File: config.mk
export PLATFORM = sky130hd
export DESIGN_NAME = wb_single_master
export DESIGN_NICKNAME = d
export VERILOG_FILES = /design/src/rtl/wb_pkg.sv /design/src/rtl/wb_single_master.sv
export SDC_FILE = /design/constraint.sdc
export NUM_CORES = 1
export LEC_CHECK = 0
export CORE_ASPECT_RATIO = 1.75
export CORE_UTILIZATION = 65
export CTS_CLUSTER_DIAMETER = 100
export DETAILED_ROUTE_END_ITERATION = 7
export DONT_BUFFER_PORTS = 1
export GPL_TIMING_DRIVEN = 0
export PLACE_DENSITY_LB_ADDON = 0.15
export SYNTH_ARGS = -nofsm -noshare
export SYNTH_HDL_FRONTEND = slang
export SYNTH_SLANG_ARGS = --single-unit
File: constraint.sdc
create_clock -name clk -period 3.2 [get_ports clk]
set_input_delay 0.8 -clock clk [delete_from_list [all_inputs] [get_ports clk]]
set_output_delay 0.8 -clock clk [all_outputs]
set_load 0.01 [all_outputs]
File: src/rtl/wb_pkg.sv
// Shared Wishbone definitions: bus widths, FSM state encoding and the
// data value returned with an aborted transfer.
package wb_pkg;

  localparam int WB_ADR_W = 32;
  localparam int WB_DAT_W = 32;
  localparam int WB_SEL_W = 4;

  // Read data reported for writes and for transfers aborted by timeout.
  localparam logic [WB_DAT_W-1:0] WB_ERR_DAT = '0;

  typedef enum logic [1:0] {
    IDLE = 2'd0,
    BUS  = 2'd1,
    RESP = 2'd2
  } wb_state_e;

endpackage

File: src/rtl/wb_single_master.sv
// Wishbone B4 classic single-transfer initiator.
// Takes one command at a time on a valid/ready command port, runs it as a
// single classic cycle on the bus, and returns data/completion on a
// valid/ready response port. All outputs except cmd_ready are registered;
// cmd_ready is decoded from the state register alone.
//
// Optional feature: define WB_SINGLE_MASTER_TIMEOUT_EN to abort a bus
// cycle that has not been acked after TIMEOUT_CYCLES cycles (rsp_err=1).
// Without it the bus waits for ack indefinitely and rsp_err is tied low.
//
// state | meaning
// ------+---------------------------------------------------------------
// IDLE  | cmd_ready high, waiting for a command
// BUS   | cyc/stb asserted, bus outputs frozen, waiting for ack (or timeout)
// RESP  | rsp_valid high, response fields held until rsp_ready
module wb_single_master
  import wb_pkg::*;
#(
  parameter int unsigned TIMEOUT_CYCLES = 255
) (
  input  logic                clk,
  input  logic                reset,
  input  logic                cmd_valid,
  output logic                cmd_ready,
  input  logic                cmd_we,
  input  logic [WB_ADR_W-1:0] cmd_adr,
  input  logic [WB_DAT_W-1:0] cmd_dat,
  input  logic [WB_SEL_W-1:0] cmd_sel,
  output logic                rsp_valid,
  input  logic                rsp_ready,
  output logic [WB_DAT_W-1:0] rsp_dat,
  output logic                rsp_err,
  output logic                wbm_cyc_o,
  output logic                wbm_stb_o,
  output logic                wbm_we_o,
  output logic [WB_SEL_W-1:0] wbm_sel_o,
  output logic [WB_ADR_W-1:0] wbm_adr_o,
  output logic [WB_DAT_W-1:0] wbm_dat_o,
  input  logic [WB_DAT_W-1:0] wbm_dat_i,
  input  logic                wbm_ack_i
);

  // The wait counter is 16 bits wide, so larger limits cannot be honoured.
  if (TIMEOUT_CYCLES < 1 || TIMEOUT_CYCLES > 65535) begin : g_bad_timeout
    $error("wb_single_master: TIMEOUT_CYCLES must be within 1..65535");
  end

  wb_state_e             state_q, state_d;
  logic                  cyc_d, stb_d, we_d;
  logic [WB_SEL_W-1:0]   sel_d;
  logic [WB_ADR_W-1:0]   adr_d;
  logic [WB_DAT_W-1:0]   dat_d;
  logic                  rsp_valid_d;
  logic [WB_DAT_W-1:0]   rsp_dat_d;

`ifdef WB_SINGLE_MASTER_TIMEOUT_EN
  localparam logic [15:0] WAIT_LAST = 16'(TIMEOUT_CYCLES - 1);
  logic [15:0] wait_cnt_q, wait_cnt_d;
  logic        rsp_err_d;
`endif

  // Commands are only taken while idle; no input feeds this path.
  assign cmd_ready = (state_q == IDLE);

  // State register and all registered bus/response outputs.
  always_ff @(posedge clk) begin
    if (reset) begin
      state_q   <= IDLE;
      wbm_cyc_o <= 1'b0;
      wbm_stb_o <= 1'b0;
      wbm_we_o  <= 1'b0;
      wbm_sel_o <= '0;
      wbm_adr_o <= '0;
      wbm_dat_o <= '0;
      rsp_valid <= 1'b0;
      rsp_dat   <= '0;
    end else begin
      state_q   <= state_d;
      wbm_cyc_o <= cyc_d;
      wbm_stb_o <= stb_d;
      wbm_we_o  <= we_d;
      wbm_sel_o <= sel_d;
      wbm_adr_o <= adr_d;
      wbm_dat_o <= dat_d;
      rsp_valid <= rsp_valid_d;
      rsp_dat   <= rsp_dat_d;
    end
  end

`ifdef WB_SINGLE_MASTER_TIMEOUT_EN
  // Wait counter and error flag exist only when the timeout is built in.
  always_ff @(posedge clk) begin
    if (reset) begin
      wait_cnt_q <= '0;
      rsp_err    <= 1'b0;
    end else begin
      wait_cnt_q <= wait_cnt_d;
      rsp_err    <= rsp_err_d;
    end
  end
`else
  assign rsp_err = 1'b0;
`endif

  // Next-state and next-output decode; every register holds by default.
  always_comb begin
    state_d     = state_q;
    cyc_d       = wbm_cyc_o;
    stb_d       = wbm_stb_o;
    we_d        = wbm_we_o;
    sel_d       = wbm_sel_o;
    adr_d       = wbm_adr_o;
    dat_d       = wbm_dat_o;
    rsp_valid_d = rsp_valid;
    rsp_dat_d   = rsp_dat;
`ifdef WB_SINGLE_MASTER_TIMEOUT_EN
    wait_cnt_d  = wait_cnt_q;
    rsp_err_d   = rsp_err;
`endif

    unique case (state_q)
      IDLE: begin
        if (cmd_valid) begin
          we_d    = cmd_we;
          sel_d   = cmd_sel;
          adr_d   = cmd_adr;
          dat_d   = cmd_dat;
          cyc_d   = 1'b1;
          stb_d   = 1'b1;
          state_d = BUS;
`ifdef WB_SINGLE_MASTER_TIMEOUT_EN
          wait_cnt_d = '0;
`endif
        end
      end

      BUS: begin
        if (wbm_ack_i) begin
          // An ack always completes normally, even on the timeout cycle.
          cyc_d       = 1'b0;
          stb_d       = 1'b0;
          rsp_dat_d   = wbm_we_o ? WB_ERR_DAT : wbm_dat_i;
          rsp_valid_d = 1'b1;
          state_d     = RESP;
`ifdef WB_SINGLE_MASTER_TIMEOUT_EN
          rsp_err_d   = 1'b0;
`endif
        end
`ifdef WB_SINGLE_MASTER_TIMEOUT_EN
        else if (wait_cnt_q == WAIT_LAST) begin
          cyc_d       = 1'b0;
          stb_d       = 1'b0;
          rsp_dat_d   = WB_ERR_DAT;
          rsp_err_d   = 1'b1;
          rsp_valid_d = 1'b1;
          state_d     = RESP;
        end else begin
          wait_cnt_d = wait_cnt_q + 16'd1;
        end
`endif
      end

      RESP: begin
        if (rsp_ready) begin
          rsp_valid_d = 1'b0;
          state_d     = IDLE;
        end
      end

      default: begin
        state_d = IDLE;
      end
    endcase
  end

endmodule

======== Word-level counts from Yosys, hierarchy flattened ========
Cells that the tools add are included.
word-level totals
  flip-flop bits (word level) ............. 105
  bits in latches ......................... 0
  memory bits (writable) .................. 0
  bits in read-only memories .............. 0
  bits of input ports ..................... 106
  output and inout port bits .............. 106
  word-level logic and storage cells ...... 32
  memories ................................ 0
cells by class
  add/subtract/negate cells ............... 0
  $mul .................................... 0
  div/mod/pow operators ................... 0
  $lt $le $gt $ge ......................... 0
  eq/ne operators ......................... 5
  shift operators ......................... 0
  mux-type cells .......................... 11
  bitwise operators ....................... 0
  reduce and logical (&&, ||, !) cells .... 8
operators by type and width
  kind                                                                    count
  32-bit 2-to-1 mux                                                       1
  3-bit AND reduction                                                     3
  2-bit 2-to-1 mux                                                        3
  2-bit != test (second input constant)                                   3
  2-bit case mux with 3 select lines                                      1
  1-bit 2-to-1 mux                                                        4
  1-bit case mux with 2 select lines                                      2
  2-bit AND reduction                                                     2
  2-bit nonzero test                                                      2
  2-bit by 1-bit equality test with 1-bit output (second input constant)  1
  2-bit equality test (second input constant)                             1
  2-bit zero test                                                         1

======== Logic depth before layout (Yosys ltp) ========
Gate-level depths: netlist (run 1).
  depth in word-level cells ............... 3
  depth in mapped cells ................... 5
  depth with buffers taken out ............ 2

======== Worst setup path after synthesis (run 1) ========
No wires, ideal clock.
  path kind ............................... input to register
  start point ............................. input port reset
  end point ............................... register rsp_dat[0]
  library setup time ...................... 72 ps
  arrival ................................. 1,562 ps
  data required time ...................... 3,128 ps
  path slack .............................. 1,566 ps
  stages on the path ...................... 4
  path buffers ............................ 2
  path through ............................ buf_6 > buf_6 > or3b_2 > mux2i_1
RTL lines
  element               line                    text
  start, declared       wb_single_master.sv:22  input logic reset,
  end signal, assigned  wb_single_master.sv:86  rsp_dat <= rsp_dat_d;
  end, declared         wb_single_master.sv:31  output logic [WB_DAT_W-1:0] rsp_dat,

======== Worst setup path after layout (run 1) ========
  start point ............................. register state_q[0]
  end point ............................... output port cmd_ready
on the way
  longest elaborated chain between the ends .. 1
RTL lines
  element                 line                    text
  start, declared         wb_single_master.sv:48  wb_state_e state_q, state_d;
  start signal, assigned  wb_single_master.sv:78  state_q <= state_d;
  2-bit zero test         wb_single_master.sv:63  assign cmd_ready = (state_q == IDLE);
  end, declared           wb_single_master.sv:24  output logic cmd_ready,
Every way passes these cells.

==> impl_metrics.tcl, run 1 <==
set metrics [dict create \
    post_cts_resized 0 \
    initial_core_util 0.672 \
    path_clk_slew_ps 60 \
    grt_max_degree 16 \
    syn-cell-area_mm2 0.00482 \
    cts_hold_buf 0 \
    grt_pass1_vias 3339 \
    setup-violations-final 0 \
    die_y_um 116 \
    firstDrtPassIters 4 \
    cts_tree "yes" \
    core_area_mm2 0.00718 \
    io_buffers 0 \
    hold_viol 0 \
    required_ps 2400 \
    antenna_left 0 \
    routedWlPerCell_um 18.0 \
    synth_top_area_share 0.436 \
    final_core_util 0.731 \
    num-nets-final 582 \
    fin_worst_skew_ps 4.72 \
    grt_pass1_wl_um 15500 \
    final_common_cell "nand2b_1" \
    fin_crit_sh 0.552 \
    fmax_ghz 0.566 \
    cp_max_fo 9 \
    io_pins 212 \
    crit_buf_inv 0 \
    synth_top_area_cell "dfxtp_1" \
    path_delay_family "flip-flops" \
    gp_congestion 0.802 \
    dpl.hpwl_um 7730 \
    die_w_um 67.1 \
    hold_path_class "flip-flop to flip-flop" \
    cap_violations 0 \
    drc 0 \
    synth_area_leaders "dfxtp_1 44%, nand2b_1 22%, mux2i_1 21%, or3b_1 4.9%, buf_6 2.8%" \
    maxSlewViolCount 0 \
    yosysWarningCount 0 \
    antenna_found_initial 1 \
    crit_chain "nor2_1" \
    final.min_clock_period_ps 1770 \
    htreeDepth 3 \
    start_kind "flip-flop" \
    syn_inst 465 \
    synth_area_per_cell_um2 10.4 \
    cp.arrival_ps 970 \
    seq_area_frac_synth 0.436 \
    drtIter0Drc 115 \
    postCtsSetupRepairBufs 0 \
    clock_path_buffers 2 \
    final.setup.tns_ps 0 \
    grt_use_total 0.267 \
    slowest_stage "dfxtp_1" \
    ys_seq_elements 105 \
    end_kind "primary output" \
    cpPeakStageDelay_ps 390 \
    synth_nets 571 \
    cts_inserted_buffers 9 \
    cts_root_buf "clkbuf_16" \
    worstSkewPairLatency_ps 340 \
    via_per_inst 5.63 \
    syn2layout_area_growth_pct 8.79 \
    vias 3208 \
    grt_setup_unrepaired "no" \
    drive_gt1_frac 0.0790 \
    power_density_mw_per_mm2 559 \
    outcome "finished clean" \
    grt.overflow.total 0 \
    ys_types 20 \
    clock_sinks 105 \
    die_area_mm2 0.00778 \
    wl_um 10300 \
    rows 41 \
    peakVddDrop_mv 0.408 \
    critPathKind "flip-flop to primary output" \
    final_cell_mix "172 x nand2b_1, 105 x dfxtp_1, 101 x mux2i_1" \
    p_leak_nw 2.01 \
]
## flip-flops by register name, indices dropped and copies added (netlist names)
signal     cells
rsp_dat       32
rsp_valid      1
state_q        2
wbm_adr_o     32
wbm_dat_o     32
wbm_sel_o      4
wbm_stb_o      1
wbm_we_o       1
## layer usage
| metal | GRT usage | vias up | share of wire |
|---|---|---|---|
| li1 | - | 1549 | - |
| met1 | 0.260 | 1484 | 0.35 |
| met2 | 0.463 | 146 | 0.53 |
| met3 | 0.0925 | 29 | 0.089 |
| met4 | 0.176 | 0 | 0.034 |
| met5 | 0 | - | 0 |
## cell usage after synthesis, drive strengths merged
master / instances
a211oi: 1
nand2b: 172
dfxtp: 105
nor3b: 1
a22o: 1
a2111oi: 1
conb: 1
mux2i: 101
nor2: 1
or3b: 33
inv: 2
nor2b: 1
nand3b: 1
and3b: 2
clkbuf: 22
a21oi: 2
buf: 18
## power by group
part	leakage (nW)	switching [W]	internal (W)	total, W
registers	0.860	0.000103	0.00139	0.00149
clock network	0.153	0.000460	0.000670	0.00113
logic	1.00	0.000145	0.000166	0.000311
## cell type report
cell class                      instances  area, um^2
Antenna cell                            3        7.51
Buffer                                 40         258
Clock buffer                           14         274
Clock inverter                          2        35.0
Fill cell                             572        1930
Inverter                                2        7.51
Multi-Input combinational cell        318        2460
Sequential cell                       105        2100
Tap cell                               86         108
## worst paths after layout
check	from	endpoint	slack, ps	cells past startpoint
min	wbm_dat_o[20]	wbm_dat_o[20]	520	2
max reg2reg	state_q[0]	wbm_adr_o[19]	1840	4
max	state_q[0]	cmd_ready	1430	1
min reg2reg	wbm_dat_o[20]	wbm_dat_o[20]	520	2
## logic make-up (layout without fill, tap and decap cells)
group	count (synthesis)	in the layout	share of synthesized area
multiplexers	101	101	0.210
flip-flops	105	105	0.436
AND/OR/NAND/NOR	211	211	0.292
buffers and inverters	42	58	0.0550
other	1	4	0.000777
AO/OA/AOI/OAI	5	5	0.00726
## stage by stage
step / instances / power [W] / hold slack, ps / worst slack, ps / instance area (um^2)
6_report: 570 / 0.00294 / 522 / 1430 / 5250
5_1_grt: 568 / 0.00304 / 534 / 1380 / 5240
4_1_cts: 567 / 0.00295 / 521 / 1420 / 5240
3_5_place_dp: 551 / 0.00184 / 508 / 1330 / 4930
3_3_place_gp: 551 / 0.00182 / 505 / 1370 / 4930
2_1_floorplan: 465 / 0.00177 / 492 / 1570 / 4820
Power figures use the tool's default switching activity.
==> run 2, diff against run 1 <==
Settings changed: ABC_AREA from default to 1, CORE_UTILIZATION 65 to 63.
Clock period 3.2 ns to 1.8 ns, I/O delays scaled along.
==> impl_metrics.tcl, run 2 <==
set metrics [dict create \
    critPathKind "flip-flop to primary output" \
    top_regs "rsp_dat: 32 flops, wbm_adr_o: 32 flops, wbm_dat_o: 32 flops" \
    synth_area_leaders "dfxtp_1 46%, nor2_1 14%, nand2_1 14%, nand3_1 11%, inv_1 8.7%" \
    syn-cell-area_mm2 0.00455 \
    vias 4168 \
    clock_path_buffers 2 \
    outcome "finished clean" \
    synth_area_per_cell_um2 6.41 \
    power_density_mw_per_mm2 1130 \
    die_area_mm2 0.00758 \
    n_fill_cell 612 \
    synth_most_common_cell "nor2_1" \
    synth_top_area_cell "dfxtp_1" \
    synth_edf_count 0 \
    place_ws_ps 142 \
    post_cts_resized 1 \
    io_pins 212 \
    num-nets-final 827 \
    start_kind "flip-flop" \
    core_area_mm2 0.00691 \
    cts_inserted_buffers 9 \
    grt_pass1_wl_um 17200 \
    routedWlPerCell_um 13.7 \
    fin_worst_skew_ps 4.50 \
    drc 0 \
    syn_inst 710 \
    synth_nets 816 \
    wl_um 11100 \
    hold_slack_ps 307 \
    yosysWarningCount 0 \
    synth_top_flop_cell "dfxtp_1" \
    p_leak_nw 2.65 \
    final.setup.tns_ps 0 \
    path_clk_slew_ps 60 \
    postCtsSetupRepairBufs 0 \
    worst_slack_ps 120 \
    final_common_cell "nor2_1" \
    htreeDepth 3 \
    die_w_um 66.3 \
    cts_root_buf "clkbuf_16" \
    grt.overflow.total 0 \
    gp_congestion 0.910 \
    final_cell_mix "171 x nor2_1, 169 x nand2_1, 105 x inv_1, 105 x dfxtp_1, 103 x nand3_1" \
    final.min_clock_period_ps 1680 \
    end_kind "primary output" \
    multi_input_area_mm2 0.00183 \
    antenna_left 0 \
    synth_commonest_cells "171 x nor2_1, 169 x nand2_1, 105 x dfxtp_1, 105 x inv_1, 103 x nand3_1" \
    grt_setup_unrepaired "no" \
    worstSkewPairLatency_ps 340 \
    seqCellArea_mm2 0.00210 \
    antenna_cells 0 \
    hold_viol 0 \
    ys_seq_elements 105 \
    ys_types 15 \
    firstDrtPassIters 5 \
    required_ps 1350 \
    fin_crit_sh 0.933 \
    cts_hold_buf 0 \
    ys_async_sr_fraction 0 \
    peakVddDrop_mv 1.01 \
    grt_pass1_vias 3969 \
    die_y_um 114 \
    grt_max_degree 17 \
    via_per_inst 5.15 \
    synth_top_area_share 0.462 \
    maxSlewViolCount 0 \
    syn2layout_area_growth_pct 9.89 \
    cap_violations 0 \
    rows 40 \
    fmax_ghz 0.595 \
    cp.arrival_ps 1230 \
    clock_sinks 105 \
    dpl.hpwl_um 8260 \
    grt_use_total 0.293 \
    drtIter0Drc 257 \
    initial_core_util 0.659 \
    seq_area_frac_synth 0.462 \
    setup-violations-final 0 \
    cp_max_fo 10 \
    drive_gt1_frac 0.0510 \
    hold_path_class "primary input to flip-flop" \
    cts_tree "yes" \
    antenna_found_initial 0 \
    io_buffers 0 \
]
[run 2: cell types whose count changed after synthesis, sizes merged, moves of 5 or more]
| cell | change |
|---|---|
| nor2 | +171 |
| buf | +5 |
| nand2b | -172 |
| nand3 | +103 |
| mux2i | -101 |
| nand2 | +169 |
| inv | +104 |
| or3b | -33 |
[run 2: critical path: stages (launching register included)]
cell      delay, ps
dfxtp_1         370
nor2_4          230
clkbuf_2        280
[run 2: logic make-up after synthesis]
| group | share of synthesized area |
|---|---|
| flops | 0.462 |
| other cells | 0.000824 |
| simple gates | 0.398 |
| compound gates | 0.00440 |
| buf+inv | 0.135 |
[run 2: path summary, 6_finish.rpt]
path / start / slack (ps) / depth (start not counted) / endpoint
max: state_q[1] / 120 / 2 / cmd_ready
min: rsp_ready / 310 / 2 / state_q[1]
max reg2reg: state_q[1] / 310 / 6 / rsp_dat[21]
min reg2reg: wbm_adr_o[0] / 530 / 2 / wbm_adr_o[0]
[run 2: through the flow]
| stage | cell area, um^2 | total power, W | util | instances |
|---|---|---|---|---|
| 2_1_floorplan | 4550 | 0.00333 | - | 710 |
| 3_3_place_gp | 4660 | 0.00347 | 0.674 | 794 |
| 3_5_place_dp | 4660 | 0.00351 | 0.674 | 794 |
| 4_1_cts | 5000 | 0.00571 | 0.724 | 810 |
| 5_1_grt | 5000 | 0.00593 | 0.724 | 810 |
| 6_report | 5000 | 0.00568 | 0.724 | 810 |
[run 2: area by class of cell]
type	count	share of cell area
Sequential cell	105	0.420
Clock buffer	10	0.0478
Inverter	107	0.0803
Multi-Input combinational cell	450	0.367
Tap cell	84	0.0210
Buffer	48	0.0433
Clock inverter	6	0.0210
[run 2: report_power, final]
part	switching, W	internal, W	total [W]
clock network	0.000830	0.00139	0.00222
logic	0.000459	0.000249	0.000708
registers	0.000234	0.00252	0.00275
total	0.00152	0.00416	0.00568
[run 2: per-layer routing]
metal  track usage  part of all wire  vias to the layer above
met1         0.280              0.36                     1843
met5             0                 0                        -
met3         0.103             0.086                       32
met2         0.529              0.52                      169
met4         0.156             0.034                        0
li1              -                 -                     2124
